--- config.mk ---
export PLATFORM = sky130hd
export DESIGN_NAME = register_arbiter
export DESIGN_NICKNAME = d
export VERILOG_FILES = /design/src/rtl/register_arbiter_pkg.sv /design/src/rtl/register_arbiter_storage.sv /design/src/rtl/register_arbiter.sv
export SDC_FILE = /design/constraint.sdc
export NUM_CORES = 1
export LEC_CHECK = 0
export ABC_AREA = 0
export CAP_MARGIN = 40
export CORE_UTILIZATION = 61
export CTS_BUF_LIST = sky130_fd_sc_hd__clkbuf_2 sky130_fd_sc_hd__clkbuf_4 sky130_fd_sc_hd__clkbuf_8
export DETAILED_ROUTE_END_ITERATION = 10
export PLACE_DENSITY = 0.79
export SKIP_CTS_REPAIR_TIMING = 1
export SLEW_MARGIN = 20
export SYNTH_ARGS = -nofsm -noshare
export SYNTH_HDL_FRONTEND = slang
export SYNTH_HIERARCHICAL = 1
export SYNTH_SLANG_ARGS = --single-unit
--- constraint.sdc ---
create_clock -name clock -period 5.6 [get_ports clock]
set_clock_uncertainty 0.15 [all_clocks]
set_input_delay 1.12 -clock clock [delete_from_list [all_inputs] [get_ports clock]]
set_output_delay 1.12 -clock clock [all_outputs]
set_load 0.01 [all_outputs]
--- src/rtl/register_arbiter_pkg.sv ---
// Shared types and default widths for the two-port register arbiter.
package register_arbiter_pkg;

    localparam int unsigned DATA_W_DEF = 8;
    localparam int unsigned ADDR_W_DEF = 4;
    localparam int unsigned NUM_REQ    = 2;

    typedef logic req_id_t;

    typedef struct packed {
        logic                  valid;
        logic                  write;
        logic [ADDR_W_DEF-1:0] addr;
        logic [DATA_W_DEF-1:0] wdata;
        req_id_t               owner;
    } cmd_t;

    function automatic logic [NUM_REQ-1:0] id_onehot(input req_id_t id);
        return id ? 2'b10 : 2'b01;
    endfunction

endpackage

--- src/rtl/register_arbiter_storage.sv ---
// Register file: async active-high reset, load-over-store priority, registered read.
module reg_storage #(
    parameter int unsigned DATA_W = 8,
    parameter int unsigned ADDR_W = 4
) (
    input  logic              clock,
    input  logic              reset,
    input  logic              load,
    input  logic              store,
    input  logic [ADDR_W-1:0] addr,
    input  logic [DATA_W-1:0] wdata,
    output logic [DATA_W-1:0] rdata
);

    localparam int unsigned DEPTH = 2 ** ADDR_W;

    logic [DATA_W-1:0] mem [DEPTH];

    always_ff @(posedge clock or posedge reset) begin
        if (reset) begin
            for (int unsigned i = 0; i < DEPTH; i++) begin
                mem[i] <= '0;
            end
            rdata <= '0;
        end else if (load) begin
            rdata <= mem[addr];
        end else if (store) begin
            mem[addr] <= wdata;
        end
    end

endmodule

--- src/rtl/register_arbiter.sv ---
// Two-requester round-robin front end to a register file: one command per cycle,
// loads answer two cycles after acceptance on the owner's rsp_valid bit.
module register_arbiter
    import register_arbiter_pkg::*;
#(
    parameter int unsigned DATA_W = DATA_W_DEF,
    parameter int unsigned ADDR_W = ADDR_W_DEF
) (
    input  logic              clock,
    input  logic              reset,
    input  logic [1:0]        req_valid,
    input  logic [1:0]        req_write,
    input  logic [ADDR_W-1:0] req_addr0,
    input  logic [ADDR_W-1:0] req_addr1,
    input  logic [DATA_W-1:0] req_wdata0,
    input  logic [DATA_W-1:0] req_wdata1,
    output logic [1:0]        req_ready,
    output logic [1:0]        rsp_valid,
    output logic [DATA_W-1:0] rsp_rdata,
    output logic              idle
);

    req_id_t     prio_q;
    logic [1:0]  grant_c;
    logic        accept_c;
    req_id_t     accept_id_c;
    cmd_t        cmd_d;
    cmd_t        cmd_q;
    logic        load_c;
    logic        store_c;

    // Grant is combinational; prio_q names the requester favoured on a tie.
    always_comb begin
        grant_c = 2'b00;
        if (reset) begin
            case (req_valid)
                2'b01:   grant_c = 2'b01;
                2'b10:   grant_c = 2'b10;
                2'b11:   grant_c = prio_q ? 2'b10 : 2'b01;
                default: grant_c = 2'b00;
            endcase
        end
    end

    assign req_ready   = grant_c;
    assign accept_c    = |grant_c;
    assign accept_id_c = grant_c[1];

    always_comb begin
        cmd_d       = '0;
        cmd_d.valid = accept_c;
        cmd_d.owner = accept_id_c;
        if (accept_id_c) begin
            cmd_d.write = req_write[1];
            cmd_d.addr  = ADDR_W_DEF'(req_addr1);
            cmd_d.wdata = DATA_W_DEF'(req_wdata1);
        end else begin
            cmd_d.write = req_write[0];
            cmd_d.addr  = ADDR_W_DEF'(req_addr0);
            cmd_d.wdata = DATA_W_DEF'(req_wdata0);
        end
    end

    assign load_c  = cmd_q.valid & ~cmd_q.write;
    assign store_c = cmd_q.valid & cmd_q.write;

    always_ff @(posedge clock or negedge reset) begin
        if (!reset) begin
            prio_q    <= 1'b0;
            cmd_q     <= '0;
            rsp_valid <= 2'b00;
            idle      <= 1'b1;
        end else begin
            cmd_q     <= cmd_d;
            rsp_valid <= load_c ? id_onehot(cmd_q.owner) : 2'b00;
            idle      <= !accept_c && !load_c;
            if (accept_c) begin
                prio_q <= ~accept_id_c;
            end
        end
    end

    reg_storage #(
        .DATA_W (DATA_W),
        .ADDR_W (ADDR_W)
    ) u_storage (
        .clock (clock),
        .reset (~reset),
        .load  (load_c),
        .store (store_c),
        .addr  (ADDR_W'(cmd_q.addr)),
        .wdata (DATA_W'(cmd_q.wdata)),
        .rdata (rsp_rdata)
    );

endmodule

; After elaboration in Yosys (flattened, before gate mapping)
; Index checks and enable logic that the tools add are counted.
[word_totals]
inputBits = 30
out_inout_bits = 13
ff_bits = 155
[op_classes]
muxes = 12
reduce_logical = 6
n_bitwise = 6
magnitude_cmp = 2
eq_ne = 3
[ops]
columns = cell, count
row1 = 128-bit bitwise mux, 1
row2 = 8-bit binary-select mux with 4-bit select, 1
row3 = 8-bit demux with 4-bit select, 1
row4 = 8-bit 2-to-1 mux, 3
row5 = 13-bit 2-to-1 mux, 1
row6 = 2-bit 2-to-1 mux, 4
row7 = 2-bit case mux with 3 select lines, 1
row8 = "5-bit >= comparator, second input constant", 1
row9 = "5-bit by 1-bit < comparator with 1-bit output, second input constant", 1
row10 = 4-bit inverter with 5-bit output, 1
row11 = "2-bit == test, second input constant", 2
row12 = 1-bit inverter, 3
row13 = 1-bit AND, 2
row14 = "2-bit by 1-bit == test with 1-bit output, second input constant", 1
row15 = 1-bit logical AND, 2
row16 = 1-bit logical NOT, 2
row17 = 2-bit AND reduction, 1
row18 = 2-bit OR reduction, 1

; Longest topological paths before layout
[logic_depth]
depth_word = 6
mapped_depth = 6

; Hierarchy
; Netlist, hierarchy kept.
[by_module_without_submodules]
columns = module, instances, area_each_um2, cells_per_inst
row1 = reg_storage, 1, 6192.2, 403
row2 = register_arbiter, 1, 772.0, 48

; Worst setup path before layout
; No wires, ideal clock.
[synth_path]
path_type = input to output
from = input req_valid[0]
to = output req_ready[1]
path_slack_ps = 2581
required_time_ps = 4330
path_buffers = 2
arrival_time_ps = 1749
stages = 5
path_cell_list = inv_2 -> o211ai_4 -> buf_12 -> inv_1 -> buf_4
[synth_lines]
columns = element, line
row1 = start: declaration, register_arbiter.sv:11  ; input logic [1:0] req_valid,
row2 = end: declaration, register_arbiter.sv:17  ; output logic [1:0] req_ready,

; Final worst setup path
[layout_path]
from = input req_valid[0]
to = output req_ready[1]
[layout_via]
elab_chain_cells = 3
word_cells_on_any_way = 5
[layout_lines]
columns = element, line
row1 = 2-bit == test or 2-bit by 1-bit == test with 1-bit output (tied branches), register_arbiter.sv:36  ; case (req_valid)
row2 = 2-bit case mux with 3 select lines (*), register_arbiter.sv:36
row3 = 2-bit 2-to-1 mux (*), register_arbiter.sv:35  ; if (reset) begin
; Mark *: on every way between the ends. The rest lies on a longest branch, timed or not.

==> reports/metrics.yaml <==
setup_path:
  cp.required_ps: 4330
  critPathKind: "in2out"
  setup.worst_path.start_class: "input pin"
  cp_data_arrival_time_ps: 2900
  reg2reg_from: "cmd_q[10]"
  path_max_fanout: 14
  cp-end-kind: "output port"
  crit_path_start: "req_valid[0]"
sta:
  hold_viol: 0
  slew_headroom: 0.565
  setup_tns_ps: 0
  post-route-period-util: 0.745
  rsz0062_at_grt: "no"
  period_needed_ps: 4170
  worst_slew_pin_slew_ps: 652
  slew_violations: 0
  clock.fmax_mhz: 240
  setup_violations: 0
synthesis:
  synth-main-ff-cell: "dfrtp_1"
  ys_warn_count: 6
  synth_nets: 481
  netlist-cell-type-count: 34
  ys_seq_area_frac: 0.557
  ys_seq_elements: 155
  synth_top_area_cell: "dfrtp_1"
  avgSynthCellArea_um2: 15.4
  async_flop_share: 1.00
  synth_edf_count: 0
  synth_top_area_frac: 0.553
  netlist_area_um2: 6960
  synthTopCellsByArea: "dfrtp_1 (55%), mux2_2 (24%), mux4_2 (7.8%)"
  synthCells: 451
detailed_routing:
  route.detailed.drc: 0
  dr.pass1.iters: 4
  via_per_inst: 6.09
  routedWlPerCell_um: 21.9
  wirelength_mm: 14.1
  vias: 3907
  drt-initial-drc-count: 253
  postRouteAntennaNets: 0
power:
  vdd_drop_max_v: 0.000241
  power.density_nw_per_um2: 354
  power_leakage_nw: 3.62
finish:
  drive_above_1_share: 0.464
  diodes: 0
  final_common_cell: "dfrtp_1"
  final_nets: 519
  fill_cells: 737
  final_cell_mix: "dfrtp_1 (153), mux2_2 (148), clkdlybuf4s50_1 (42)"
  final_core_util: 0.713
  syn_to_final_growth_pct: 12.5
grt:
  antenna_found_initial: 0
  overflow: 0
  grt_start_max_net_pins: 63
  grtUsageTotal: 0.272
  grt_pass1_wl_mm: 22.7
  grt_pass1_vias: 4196
floorplan:
  io_pins: 43
  die_h_um: 109
  dieArea_um2: 11800
  core-area_um2: 11000
  initial_utilization: 0.634
  num_rows: 38
  die_w_um: 109
clocking:
  clk_path_buf_depth: 2
  insertion_delay_ps: 460
  clock-sinks: 155
  cts_root_buffer: "clkbuf_8"
  cts_max_level: 4
  cts_inserted_buffers: 17
  cts_tree: "done"
  clk_pin_slew_ps: 70
placed_design:
  io_buffers: 42
  dp_hpwl_mm: 9.11
  gp_congestion: 0.866
status:
  outcome: "finished, final reports clean"
worst_hold_path:
  min_from: "cmd_q[0]"
  hold_class: "reg2reg"
flow_run:
  drv_cap: 0
==> final cells by class <==
cell class	instances	area, um2	area share
Inverter	5	21.3	0.00271
Multi-Input combinational cell	261	2890	0.369
Tap cell	140	175	0.0224
Clock buffer	29	349	0.0446
Sequential cell	155	3880	0.495
Timing Repair Buffer	49	505	0.0645
Clock inverter	3	15.0	0.00192
==> synthesized netlist by cell type (2+ instances only) <==
cell and number:
clkbuf_1 10, buf_2 9, nor2b_1 5, nand2_1 15, a221oi_1 8, a22oi_1 8, a31oi_1 9, mux4_2 24
buf_6 2, nor2_1 13, and3_1 3, and2_1 3, and4bb_1 2, mux2_4 9, mux2_2 148, nand2_2 3
inv_1 4, buf_4 6, buf_1 2, dfrtp_1 154
==> metrics by stage <==
stage                     cell area [um2]  worst slack, ps  cells  hold WS (ps)  total power [mW]
after detailed placement             7460             1420    609           290              2.04
final                                7840             1430    642           297              2.78
after floorplan                      6960              641    451           244              1.86
after global placement               7440             1510    608           248              1.99
after global routing                 7840             1310    642           310              2.91
after CTS                            7830             1410    641           299              2.80
==> worst max-delay path, cell delays in order <==
cell and delay [ps]:
clkdlybuf4s50_1 530, inv_2 70, o211ai_4 520, inv_1 150, clkdlybuf4s50_1 510
==> logic make-up after synthesis <==
kind of cell | Yosys count | synth area share
muxes | 181 | 0.336
DFF | 155 | 0.557
and+or+nand+nor | 52 | 0.0467
buffers and inverters | 35 | 0.0282
AOI/OAI and AO/OA | 28 | 0.0316
==> per-layer routing <==
metal	global-route usage	up-vias	part of all wire
li1	-	1740	-
met3	0.0699	26	0.052
met5	0	-	0
met2	0.447	87	0.51
met1	0.348	2054	0.42
met4	0.108	0	0.021
==> power by group <==
| group | switching, mW | internal, mW | total, mW |
|---|---|---|---|
| clock network | 0.374 | 0.391 | 0.765 |
| logic | 0.183 | 0.330 | 0.512 |
| registers | 0.147 | 1.35 | 1.50 |
==> final timing paths <==
check                      cells after the start                 end  slack (ps)
setup / recovery                               5        req_ready[1]        1430
hold / removal                                 1        rsp_valid[0]         300
setup reg to reg                               4  u_storage/rdata[0]        2980
hold reg to reg                                1        rsp_valid[0]         300
max in group asynchronous                      6   u_storage/mem[84]        3080
min in group asynchronous                      2            cmd_q[9]         870
==> flip-flops by register name, summed over array words and instances, names as in the netlist <==
| name | flops |
|---|---|
| u_storage/mem | 128 |
| cmd_q | 15 |
| u_storage/rdata | 8 |
| rsp_valid | 2 |
| idle | 1 |
| prio_q | 1 |
Power figures use the tool's default switching activity.
